File: config.mk
export PLATFORM = sky130hd
export DESIGN_NAME = power2round_skbuff
export DESIGN_NICKNAME = d
export VERILOG_FILES = /design/src/rtl/power2round_skbuff.sv
export SDC_FILE = /design/constraint.sdc
export NUM_CORES = 1
export LEC_CHECK = 0
export CORE_UTILIZATION = 51
export DETAILED_ROUTE_END_ITERATION = 10
export PLACE_DENSITY = 0.75
export SYNTH_ARGS = -nofsm -noshare
export SYNTH_HDL_FRONTEND = slang
export SYNTH_SLANG_ARGS = --single-unit
File: constraint.sdc
create_clock -name clk -period 2.1 [get_ports clk]
set_input_delay 0.63 -clock clk [delete_from_list [all_inputs] [get_ports clk]]
set_output_delay 0.63 -clock clk [all_outputs]
set_load 0.02 [all_outputs]
File: src/rtl/power2round_skbuff.sv
// Bit-packing elastic buffer between the power2round datapath and the secret-key
// memory write port: accepts IN_W-bit chunks and emits OUT_W-bit words LSB-first.
module power2round_skbuff #(
  parameter int unsigned IN_W  = 104,
  parameter int unsigned OUT_W = 64,
  parameter int unsigned BUF_W = 208,
  parameter int unsigned CNT_W = 8
) (
  input  logic             clk,
  input  logic             reset_n,
  input  logic             zeroize,
  input  logic [IN_W-1:0]  data_i,
  input  logic             valid_i,
  output logic [OUT_W-1:0] data_o,
  output logic             valid_o,
  output logic             full_o,
  output logic [CNT_W-1:0] cnt_o
);

  localparam logic [CNT_W-1:0] IN_C  = CNT_W'(IN_W);
  localparam logic [CNT_W-1:0] OUT_C = CNT_W'(OUT_W);
  localparam logic [CNT_W-1:0] BUF_C = CNT_W'(BUF_W);
  localparam logic [CNT_W-1:0] LIM_C = CNT_W'(BUF_W - IN_W);

  logic [BUF_W-1:0] buf_q, buf_d, post_drain, append;
  logic [CNT_W-1:0] cnt_q, cnt_d, drained;
  logic             accept;

  always_comb begin
    valid_o = (cnt_q >= OUT_C);
    data_o  = buf_q[OUT_W-1:0];
    cnt_o   = cnt_q;
    drained = cnt_q - (valid_o ? OUT_C : '0);
    full_o  = (drained > LIM_C);
    accept  = valid_i & ~full_o;
  end

  // Drain happens first; the new chunk lands right above the bits that survive it.
  always_comb begin
    post_drain = valid_o ? (buf_q >> OUT_W) : buf_q;
    append     = BUF_W'(data_i) << drained;
    buf_d      = post_drain;
    cnt_d      = drained;
    if (accept) begin
      buf_d = post_drain | append;
      cnt_d = drained + IN_C;
    end
  end

  always_ff @(posedge clk or negedge reset_n) begin
    if (!reset_n) begin
      buf_q <= '0;
      cnt_q <= '0;
    end else if (zeroize) begin
      buf_q <= '0;
      cnt_q <= '0;
    end else begin
      buf_q <= buf_d;
      cnt_q <= cnt_d;
    end
  end

  a_cnt_bound: assert property (@(posedge clk) disable iff (!reset_n)
    cnt_q <= BUF_C);

  a_upper_clean: assert property (@(posedge clk) disable iff (!reset_n)
    (buf_q >> cnt_q) == '0);

  // A chunk rejected on full must be re-presented unchanged if valid stays high.
  a_represent: assert property (@(posedge clk) disable iff (!reset_n)
    (valid_i && full_o && !zeroize) |=> (!valid_i || $stable(data_i)));

endmodule

==> impl_metrics.env <==
export IMPL_status="finished with violations"
export IMPL_violations="setup timing"
export IMPL_holdWs_ns=0.0122
export IMPL_min_period_ns=2.38
export IMPL_worst_slew_pin_slew_ns=0.924
export IMPL_die_h_um=170
export IMPL_synth_warnings=0
export IMPL_critical_path_arrival_ns=1.75
export IMPL_cts_hold_buf=0
export IMPL_mappedNetlistArea_mm2=0.0144
export IMPL_hold_path_class="input port to asynchronous set/reset pin"
export IMPL_timing_rr_end="buf_q[77]$_DFF_PN0_"
export IMPL_routed_wl_um=67200
export IMPL_clk_latency_ns=0.55
export IMPL_multiInputGateArea_mm2=0.00881
export IMPL_p_leak_nw=8.96
export IMPL_initial_core_util_pct=51.8
export IMPL_synth_commonest_cells="nand2_1 (340), dfrtp_1 (213), mux2i_1 (133), nor2_1 (126), buf_4 (77)"
export IMPL_drtIter0Drc=1951
export IMPL_area_delta_synth_final_pct=43.4
export IMPL_critical_path_startpoint_type="flop"
export IMPL_place_gp_congestion=1.07
export IMPL_yosysUniqueCellTypes=73
export IMPL_dp_hpwl_um=47600
export IMPL_yosysSeqAreaShare_pct=37.0
export IMPL_core_mm2=0.0278
export IMPL_die_area_mm2=0.0289
export IMPL_synth_cells=1621
export IMPL_numPortBuffers=178
export IMPL_wl_met1_um=25500
export IMPL_grt_total_usage_pct=45.7
export IMPL_synth_most_common_cell="nand2_1"
export IMPL_critPathMaxStageDelay_ns=0.50
export IMPL_criticalPathCategory="flop to output pin"
export IMPL_synthArstFlopShare_pct=100
export IMPL_grt_start_max_net_pins=57
export IMPL_slew_violations=0
export IMPL_r2r_cells=9
export IMPL_worst_slack_ns=-0.277
export IMPL_fmax_mhz=421
export IMPL_vdd_ir_drop_worst_v=0.00107
export IMPL_tns_ns=-11.92
export IMPL_wl_per_cell_um=28.3
export IMPL_synth_ff_latch_count=213
export IMPL_rsz0062_at_grt="yes"
export IMPL_ant_nets=0
export IMPL_vias=15800
export IMPL_top_layer="met4"
export IMPL_rrSetupSlack_ns=-0.25
export IMPL_root_buffer="clkbuf_16"
export IMPL_ys_flop_type="dfrtp_1"
export IMPL_slowest_stage="dfrtp_4"
export IMPL_htreeDepth=1
export IMPL_p_per_area_mw_per_mm2=1670
export IMPL_synth_largest_area_cell="dfrtp_1"
export IMPL_dp_cells=2299
export IMPL_placed_area_mm2=0.0183
export IMPL_cts_tree="built"
export IMPL_yosys_area_top_type_share_pct=37.0
export IMPL_finalSetupViolCount=127
export IMPL_cts_sinks=213
export IMPL_path_max_fanout=3
export IMPL_worstPathRequired_ns=1.47
export IMPL_skew_ns=0.00774
export IMPL_layout_nets=2087
export IMPL_vias_per_cell=6.64
export IMPL_wl_met2_um=29100
export IMPL_seqCellArea_mm2=0.00534
export IMPL_first_pass_iters=5
export IMPL_end_kind="output pin"
export IMPL_hold_viol_final=0
export IMPL_path_cells="ha_4, nor3_4, nor2_1, nor2_2, buf_6"
export IMPL_grt_pass1_vias=15100
export IMPL_finalNonFillerCells=2376
export IMPL_worst_path_buf_inv=1
export IMPL_cts_reportedPaths_clkPinSlew_ns=0.06
export IMPL_n_fill_cell=2058
export IMPL_floorplan_rows=61
export IMPL_overflow=0
export IMPL_drc=0
export IMPL_critPathTopFamily="flip-flops"
export IMPL_synthTopCellsByArea="dfrtp_1 (37%), mux2i_1 (9.2%), nand2_1 (8.9%)"
export IMPL_r2r_start="cnt_o[3]$_DFFE_PN0P_"
export IMPL_route_met3_wl_um=8840
export IMPL_synth_edf_count=0
export IMPL_finalCritPeriodShare_pct=113
export IMPL_avgSynthCellArea_um2=8.88
export IMPL_die_w_um=170
export IMPL_cts_buffers=26
export IMPL_drv_cap=0
export IMPL_final_area_mm2=0.0206
export IMPL_ios=182
export IMPL_antenna_found_initial=4
export IMPL_grt_pass1_wl_um=96900
export IMPL_cts_path_max_buffers=3
export IMPL_slew_headroom_pct=38.3
export IMPL_drive_above_1_share_pct=32.9
-- how the worst max path moves through the flow --
stage,cells after the start,to,startpoint,slack (ns)
detailed placement,6,buf_q[71]$_DFF_PN0_,valid_i,-0.65
global route,5,full_o,cnt_o[3]$_DFFE_PN0P_,-0.30
CTS,5,full_o,cnt_o[3]$_DFFE_PN0P_,-0.26
global placement,6,buf_q[71]$_DFF_PN0_,valid_i,-0.60
finish,5,full_o,cnt_o[3]$_DFFE_PN0P_,-0.28
floorplan,8,full_o,cnt_o[4]$_DFFE_PN0P_,-0.11
-- cells by family (layout without fill, tap and decap cells) --
family | after synthesis | count (layout) | synth area share (%)
buf+inv | 209 | 582 | 8.40
xor+xnor | 3 | 3 | 0.183
flops | 213 | 213 | 37.0
fa+ha+maj | 2 | 2 | 0.174
simple gates | 546 | 546 | 15.8
mux | 221 | 221 | 17.7
other cells | 1 | 5 | 0.0260
compound gates | 426 | 426 | 20.7
-- per-layer routing --
layer  GRT usage (%)  vias up
li1                -     6584
met1            62.3     7626
met2            69.1     1286
met3            10.3      272
met4            20.6        0
met5               0        -
-- power breakdown --
| part | internal, mW | switching (mW) | total, mW | leakage [nW] |
|---|---|---|---|---|
| Combinational | 9.78 | 13.1 | 22.9 | 5.62 |
| Sequential | 5.40 | 0.942 | 6.34 | 2.86 |
| Clock | 3.30 | 1.94 | 5.24 | 0.479 |
| Total | 18.5 | 16.0 | 34.5 | 8.96 |
-- metrics by stage --
step                power, mW  utilization (%)  setup WS (ns)
floorplan                17.7                -         -0.112
global placement         25.8             66.0         -0.602
detailed placement       26.1             66.0         -0.655
CTS                      32.1             71.1         -0.261
global route             35.5             74.3         -0.296
finish                   34.5             74.3         -0.277
-- cell type report --
type,instances,share of cell area (%)
Timing Repair Buffer,523,24.0
Tap cell,378,2.29
Clock inverter,16,1.31
Antenna cell,2,0.0242
Sequential cell,213,25.9
Clock buffer,31,3.49
Inverter,12,0.261
Multi-Input combinational cell,1201,42.7
-- sequential cells by signal (all words and copies together) (netlist names) --
name	cells
buf_q	208
cnt_o	5
-- repair_timing --
| action | CTS | global route |
|---|---|---|
| setup buffers | 11 | 9 |
| setup endpoints to repair | 166 | 141 |
| pin swaps | 17 | 18 |
| gates resized for setup | 176 | 146 |
| cloned | 5 | 5 |
-- cells in the final DEF, fill, tap and decap left out, types with 10 or more instances in the layout --
cell	count
a21oi_1	17
a21oi_2	17
a221oi_2	21
a22oi_1	15
a31oi_1	61
and2_1	10
buf_12	31
buf_4	293
buf_6	11
clkbuf_16	31
clkdlybuf4s50_1	105
dfrtp_1	208
dlygate4sd2_1	66
mux2_2	56
mux2i_1	84
mux2i_2	28
mux2i_4	21
mux4_2	20
nand2_1	338
nand2b_1	11
nor2_1	118
nor3_1	10
o21ai_0	45
o21ai_1	35
o221ai_1	21
o22a_1	24
o22ai_1	58
No activity file was read; power rests on OpenSTA's default activity.
